`config.mk`:
```
export PLATFORM = sky130hd
export DESIGN_NAME = cpu_clk_ctrl
export DESIGN_NICKNAME = d
export VERILOG_FILES = /design/src/rtl/cpu_clk_ctrl.sv
export SDC_FILE = /design/constraint.sdc
export NUM_CORES = 1
export LEC_CHECK = 0
export CORE_MARGIN = 1.5
export CORE_UTILIZATION = 59
export DETAILED_ROUTE_END_ITERATION = 8
export PLACE_DENSITY = 0.77
export SYNTH_ARGS = -nofsm -noshare
export SYNTH_HDL_FRONTEND = slang
export SYNTH_SLANG_ARGS = --single-unit
```
`constraint.sdc`:
```
create_clock -name clk -period 4.6 [get_ports clk]
set_clock_uncertainty 0.2 [all_clocks]
set_input_delay 0.92 -clock clk [delete_from_list [all_inputs] [get_ports clk]]
set_output_delay 0.92 -clock clk [all_outputs]
set_load 0.005 [all_outputs]
```
`src/rtl/cpu_clk_ctrl.sv`:
```
// cpu_clk_ctrl: CPU clock-enable generator for the board top.
// Produces a one-clk-wide cpuEn per CPU cycle from one of four modes:
// single-step from a debounced push button, slow or fast prescaled ticks,
// or full speed. Every output is a flop in the clk domain, so the enable
// driving the CPU core's clock gate never glitches.
//
// Optional feature: define CPU_CLK_CTRL_STEP_CNT_EN to add a 16-bit
// stepCnt output counting enabled CPU cycles (cleared on mode change).
//
// Debounce FSM states:
//   state  | meaning
//   UP     | button released and stable
//   UP_CHK | button seen pressed, counting stable-low cycles
//   DOWN   | button pressed and stable (step already issued)
//   DN_CHK | button seen released, counting stable-high cycles

module cpu_clk_ctrl #(
  parameter int DEB_CYCLES = 500_000,
  parameter int DIV_SLOW   = 50_000_000,
  parameter int DIV_FAST   = 5_000_000,
  parameter int CNT_W      = 26
) (
  input  logic       clk,
  input  logic       nrst,
  input  logic       clkBtn,
  input  logic [1:0] clkSel,
  output logic       cpuEn,
  output logic [1:0] modeOut,
  output logic       btnLvl
`ifdef CPU_CLK_CTRL_STEP_CNT_EN
  ,
  output logic [15:0] stepCnt
`endif
);

  localparam logic [1:0] MODE_STEP = 2'b00;
  localparam logic [1:0] MODE_SLOW = 2'b01;
  localparam logic [1:0] MODE_FAST = 2'b10;
  localparam logic [1:0] MODE_FULL = 2'b11;

  localparam logic [CNT_W-1:0] DEB_TC      = CNT_W'(DEB_CYCLES - 1);
  localparam logic [CNT_W-1:0] DIV_SLOW_TC = CNT_W'(DIV_SLOW - 1);
  localparam logic [CNT_W-1:0] DIV_FAST_TC = CNT_W'(DIV_FAST - 1);

  typedef enum logic [1:0] {
    UP     = 2'd0,
    UP_CHK = 2'd1,
    DOWN   = 2'd2,
    DN_CHK = 2'd3
  } debState_t;

  logic             btnMeta;
  logic             btnSync;
  logic [1:0]       selMeta;
  logic [1:0]       selSync;

  debState_t        debState;
  logic [CNT_W-1:0] debCnt;
  logic             stepReq;

  logic [CNT_W-1:0] divCnt;
  logic [CNT_W-1:0] divTc;
  logic             divMode;
  logic             tick;
  logic             modeApply;

  // Two-flop synchronisers for the asynchronous button and mode switch;
  // reset to the idle levels so nothing fires right after reset.
  always_ff @(posedge clk or negedge nrst) begin
    if (!nrst) begin
      btnMeta <= 1'b1;
      btnSync <= 1'b1;
      selMeta <= 2'b00;
      selSync <= 2'b00;
    end else begin
      btnMeta <= clkBtn;
      btnSync <= btnMeta;
      selMeta <= clkSel;
      selSync <= selMeta;
    end
  end

  // The step request is the terminal-count cycle of a confirmed press; it is
  // registered into cpuEn, so the CPU sees it one cycle later.
  assign stepReq = (debState == UP_CHK) && !btnSync && (debCnt == DEB_TC);

  // Debounce FSM: a level change is accepted only after DEB_CYCLES stable
  // cycles; btnLvl is registered alongside the state it reflects.
  always_ff @(posedge clk or negedge nrst) begin
    if (!nrst) begin
      debState <= UP;
      debCnt   <= '0;
      btnLvl   <= 1'b1;
    end else begin
      case (debState)
        UP: begin
          if (!btnSync) begin
            debState <= UP_CHK;
            debCnt   <= '0;
          end
        end
        UP_CHK: begin
          if (btnSync) begin
            debState <= UP;
          end else if (debCnt == DEB_TC) begin
            debState <= DOWN;
            btnLvl   <= 1'b0;
          end else begin
            debCnt <= debCnt + 1'b1;
          end
        end
        DOWN: begin
          if (btnSync) begin
            debState <= DN_CHK;
            debCnt   <= '0;
          end
        end
        DN_CHK: begin
          if (!btnSync) begin
            debState <= DOWN;
          end else if (debCnt == DEB_TC) begin
            debState <= UP;
            btnLvl   <= 1'b1;
          end else begin
            debCnt <= debCnt + 1'b1;
          end
        end
        default: begin
          debState <= UP;
          debCnt   <= '0;
          btnLvl   <= 1'b1;
        end
      endcase
    end
  end

  // A new switch setting is applied on the first cycle it differs from the
  // mode in use; that cycle restarts the prescaler and forces a dead cycle.
  assign modeApply = (selSync != modeOut);

  // Select the prescaler terminal count for the active mode.
  always_comb begin
    divTc   = '0;
    divMode = 1'b0;
    case (modeOut)
      MODE_SLOW: begin
        divTc   = DIV_SLOW_TC;
        divMode = 1'b1;
      end
      MODE_FAST: begin
        divTc   = DIV_FAST_TC;
        divMode = 1'b1;
      end
      default: begin
        divTc   = '0;
        divMode = 1'b0;
      end
    endcase
    tick = divMode && (divCnt == divTc);
  end

  // Prescaler: wraps at DIV-1 in the divided modes, parked at 0 otherwise.
  always_ff @(posedge clk or negedge nrst) begin
    if (!nrst) begin
      divCnt <= '0;
    end else if (modeApply || !divMode || tick) begin
      divCnt <= '0;
    end else begin
      divCnt <= divCnt + 1'b1;
    end
  end

  // Applied mode and the registered CPU enable; a step request arriving on
  // an apply cycle is simply not propagated, so the mode change wins.
  always_ff @(posedge clk or negedge nrst) begin
    if (!nrst) begin
      modeOut <= MODE_STEP;
      cpuEn   <= 1'b0;
    end else if (modeApply) begin
      modeOut <= selSync;
      cpuEn   <= 1'b0;
    end else begin
      case (modeOut)
        MODE_STEP: cpuEn <= stepReq;
        MODE_SLOW: cpuEn <= tick;
        MODE_FAST: cpuEn <= tick;
        MODE_FULL: cpuEn <= 1'b1;
        default:   cpuEn <= 1'b0;
      endcase
    end
  end

`ifdef CPU_CLK_CTRL_STEP_CNT_EN
  // Count enabled CPU cycles for display; restarts whenever the mode changes.
  always_ff @(posedge clk or negedge nrst) begin
    if (!nrst) begin
      stepCnt <= '0;
    end else if (modeApply) begin
      stepCnt <= '0;
    end else if (cpuEn) begin
      stepCnt <= stepCnt + 16'd1;
    end
  end
`else
  // Step counter not built in this configuration.
`endif

endmodule
```
Word-level counts from Yosys, hierarchy flattened
Cells that the tools add are included.
Word-level totals
  bits in registers: 64
  input port bits: 5
  output and inout bits: 4
  logic and storage cells: 66
Operators by class
  $add $sub $neg: 2
  eq/ne operators: 17
  multiplexer cells: 23
  reductions and logical operators: 14
Operators by type and width (number)
  two-way mux 26 bit: 6
  one-hot mux 26 bit (4 select lines): 1
  adder 26 x 1 -> 26 bit (second input constant): 2
  one-hot mux 26 bit (2 select lines): 1
  equality test 26 x 19 -> 1 bit (second input constant): 1
  equality test 26 bit: 1
  two-way mux 2 bit: 6
  != test 2 bit (second input constant): 5
  equality test 2 bit (second input constant): 4
  one-hot mux 2 bit (4 select lines): 1
  AND reduction 4 bit: 2
  two-way mux 1 bit: 6
  AND reduction 5 bit: 1
  equality test 2 x 1 -> 1 bit (second input constant): 2
  logical NOT 2 bit: 2
  logical AND 1 bit: 3
  != test 3 x 2 -> 1 bit (second input constant): 1
  != test 3 bit (second input constant): 1
  one-hot mux 1 bit (3 select lines): 1
  logical NOT 1 bit: 2
  logical OR 1 bit: 2
  != test 2 x 1 -> 1 bit (second input constant): 1
  != test 2 bit: 1
  one-hot mux 1 bit (2 select lines): 1
  2 further kinds: 2

Longest topological paths before layout
  word-level depth: 7
  gate-level depth with buffers: 8
  depth with buffers taken out: 7

Worst setup path before layout
No wires, ideal clock.
  kind: reg-to-reg
  start: register modeOut[0]
  end: register divCnt[1]
  library setup time: 0.136 ns
  data arrival time: 1.957 ns
  required time: 4.264 ns
  slack: 2.307 ns
  cell stages (with the launch flop): 9
  path buffers: 1
  period minus slack after synthesis: 2.293 ns
  cells stage by stage: dfrtp_1 > inv_1 > ha_1 > or3_1 > a22oi_1 > nand4_1 > nor3_1 > clkbuf_1 > nor3b_1
Between the ends
  word-level cells in the longest chain between the ends: 7
  elaborated cells between the ends (all ways): 12
  those cells by class: 4 x eq/ne; 3 x mux; 5 x reduce/logical
Ends and longest elaborated chain
  start: declaration: RTL line 28  | output logic [1:0] modeOut,
  start signal: assignment: RTL line 180  | modeOut <= selSync;
  branches (longest 5 deep; another with one-hot mux 26 bit (2 select lines))
  logical OR 1 bit (*): RTL line 166  | end else if (modeApply || !divMode || tick) begin
  two-way mux 26 bit (*): RTL line 166
  end signal: assignment: RTL line 169  | divCnt <= divCnt + 1'b1;
  end: declaration: RTL line 61  | logic [CNT_W-1:0] divCnt;
Mark *: on every way between the ends.
A chain may end at the register's enable or synchronous reset.

Worst setup path after layout
Ends and elaborated chain as after synthesis.

==> flow_metrics.env <==
export IMPL_clockPowerShare_pct=39.5
export IMPL_viasPerCell=6.187
export IMPL_post_cts_buffers=0
export IMPL_final_min_clock_period_ps=3095
export IMPL_drt_wl_total_um=7115
export IMPL_grtUsageTotal_pct=24.89
export IMPL_multiInputGateArea_mm2=0.001788
export IMPL_p_leak_uw=0.001570
export IMPL_relSlewSlack_pct=14.13
export IMPL_hp_class="reg2reg"
export IMPL_syn_cell_area_mm2=0.003512
export IMPL_root_buffer="clkbuf_8"
export IMPL_clkSlewWorstSetupHoldPaths_ps=70
export IMPL_yosysTopAreaCellShare_pct=43.46
export IMPL_arrival_ps=3060
export IMPL_rows=27
export IMPL_ios=9
export IMPL_grt_pass1_vias=2558
export IMPL_fillerInstances=475
export IMPL_antenna_left=0
export IMPL_p_per_area_mw_per_mm2=287.9
export IMPL_yosysTopAreaCell="dfrtp_1"
export IMPL_pwr_share_seq_pct=54.3
export IMPL_nets=379
export IMPL_drive_gt1_share_pct=10.46
export IMPL_synth_seq_cells=64
export IMPL_peakVddDrop_mv=0.2394
export IMPL_fmax_mhz=323.1
export IMPL_drtIter0Drc=277
export IMPL_numCtsBuffers=9
export IMPL_p_int_uw=827.3
export IMPL_drc=0
export IMPL_cts_sinks=64
export IMPL_core_area_mm2=0.005608
export IMPL_antenna_found_initial=0
export IMPL_setup_tns_ps=0
export IMPL_rsz0062_at_grt="false"
export IMPL_diodes=0
export IMPL_endpoint_kind="flip-flop"
export IMPL_routabilityCongestion=0.8747
export IMPL_grt_max_degree=47
export IMPL_worst_setup_path_type="reg2reg"
export IMPL_overflow=0
export IMPL_whs_ps=152.3
export IMPL_chipWidth_um=80.16
export IMPL_grt_pass1_wl_um=12210
export IMPL_hold_viol_final=0
export IMPL_die_h_um=80.16
export IMPL_dp_hpwl_um=4727
export IMPL_cts_tree="built"
export IMPL_synth_edf_count=0
export IMPL_start_util_pct=62.63
export IMPL_syn_num_nets=375
export IMPL_post_route_period_util_pct=67.28
export IMPL_cts_resized_gates=0
export IMPL_seq_area_mm2=0.001605
export IMPL_avgSynthCellArea_um2=9.649
export IMPL_area_growth_pct=7.695
export IMPL_p_sw_uw=261.7
export IMPL_ys_dominant_reg_cell="dfrtp_1"
export IMPL_slew_violations=0
export IMPL_synth_seq_area_share_pct=45.71
export IMPL_postCtsHoldBufs=0
export IMPL_synthTopCellsByArea="dfrtp_1 (43%), xor2_1 (5.2%), nor3_1 (3.8%)"
export IMPL_clock_latency_ps=350
export IMPL_htreeDepth=3
export IMPL_critPathRequiredTime_ps=4560
export IMPL_rrSetupSlack_ps=1510
export IMPL_ys_async_sr_fraction_pct=100.0
export IMPL_via_count=2753
export IMPL_synth_top_cells_by_count="dfrtp_1 (61), nand2_1 (32), nor2_1 (30)"
export IMPL_outcome="completed"
export IMPL_p_sw_share_pct=24.03
export IMPL_tightestPinTransition_ps=1281
export IMPL_io_buffers=8
export IMPL_cts_buffer_depth=2
export IMPL_synth_cells=364
export IMPL_dr_pass1_iters=4
export IMPL_startpoint_type="flip-flop"
export IMPL_die_area_mm2=0.006425
export IMPL_synth_most_common_cell="dfrtp_1"
export IMPL_maxCapViolCount=0
export IMPL_p_comb_share_pct=6.2
export IMPL_yosys_warnings=0
export IMPL_setup_violations_final=0
export IMPL_synth_cell_type_count=46
export IMPL_wl_per_cell_um=15.99
export IMPL_critPathMaxFanout=20
[metal layers]
| metal | vias to the layer above | share of wire (%) | global-route usage, % |
|---|---|---|---|
| li1 | 1340 | - | - |
| met1 | 1359 | 49 | 35.60 |
| met2 | 43 | 45 | 35.97 |
| met3 | 11 | 3.9 | 5.227 |
| met4 | 0 | 2.0 | 11.72 |
| met5 | - | 0 | 0 |
[path summary, 6_finish.rpt]
kind                            cells after the start          to        from
worst max-delay path                                7   divCnt[1]  modeOut[0]
worst min-delay path                                0  selSync[1]  selMeta[1]
worst max register to register                      7   divCnt[1]  modeOut[0]
worst min register to register                      0  selSync[1]  selMeta[1]
max in group asynchronous                           2     btnMeta        nrst
min in group asynchronous                           1  divCnt[14]        nrst
[through the flow]
step | setup WS [ps] | instances | total power (uW) | instance area, um2 | utilization [%]
after floorplan | 2307 | 364 | 642.8 | 3512 | -
after global placement | 1672 | 429 | 666.9 | 3611 | 64.39
after detailed placement | 1526 | 429 | 669.8 | 3611 | 64.39
after CTS | 1491 | 445 | 1096 | 3782 | 67.45
after global routing | 1287 | 445 | 1130 | 3782 | 67.45
final | 1505 | 445 | 1089 | 3782 | 67.45
[power groups by stage]
stage               Clock (uW)  Combinational, uW  Sequential, uW
detailed placement           0               68.5             601
finish                     430               67.7             591
CTS                        436               69.1             591
floorplan                    0               44.4             598
global placement             0               66.6             600
global route               459               77.4             593
[flip-flops by register name, summed over array words and instances (netlist names), named ones only]
name	flops
modeOut	2
selSync	2
btnSync	1
divCnt	26
btnMeta	1
cpuEn	1
selMeta	2
btnLvl	1
debCnt	26
debState	1
[worst max-delay path, stage by stage (launching register included)]
cell and delay [ps]:
dfrtp_1 450, inv_1 100, ha_1 370, or3_1 320, a22oi_1 180, nand4_1 140
nor3_2 990, nor3b_1 150
[cell usage in the layout (no fill, tap or decap), types with 2 or more instances in the layout]
cell type	instances
inv_1	8
nor4b_1	4
and4_1	4
nand4_1	21
o211ai_1	5
nor2_1	30
a22o_1	12
buf_4	3
ha_1	6
or3_1	2
nor4_1	10
dfrtp_1	61
mux2_2	10
clkdlybuf4s50_1	7
xor2_1	21
a21oi_1	4
xnor2_1	10
nor3_1	26
clkbuf_8	11
or4_1	6
nand2b_1	4
o21ai_0	6
nand3_1	25
nand2_1	32
clkbuf_1	4
or4b_2	4
nor2b_1	4
and3_1	6
dfstp_2	3
and2_1	5
[kinds of logic after synthesis]
family	synth area share, %
AOI/OAI and AO/OA	7.696
xor gates and xnor gates	7.731
adders and majority gates	2.137
buffers and inverters	3.527
DFF	45.71
muxes	3.206
and+or+nand+nor	30.00
[cell type report]
cell class,instances,area share [%]
multi-input cells,274,47.27
flip-flops and latches,64,42.44
clock buffers,15,4.400
repair buffers,11,2.580
well taps,72,2.382
inverters,8,0.7939
clock inverters,1,0.1323
(Power assumes the default switching activity.)
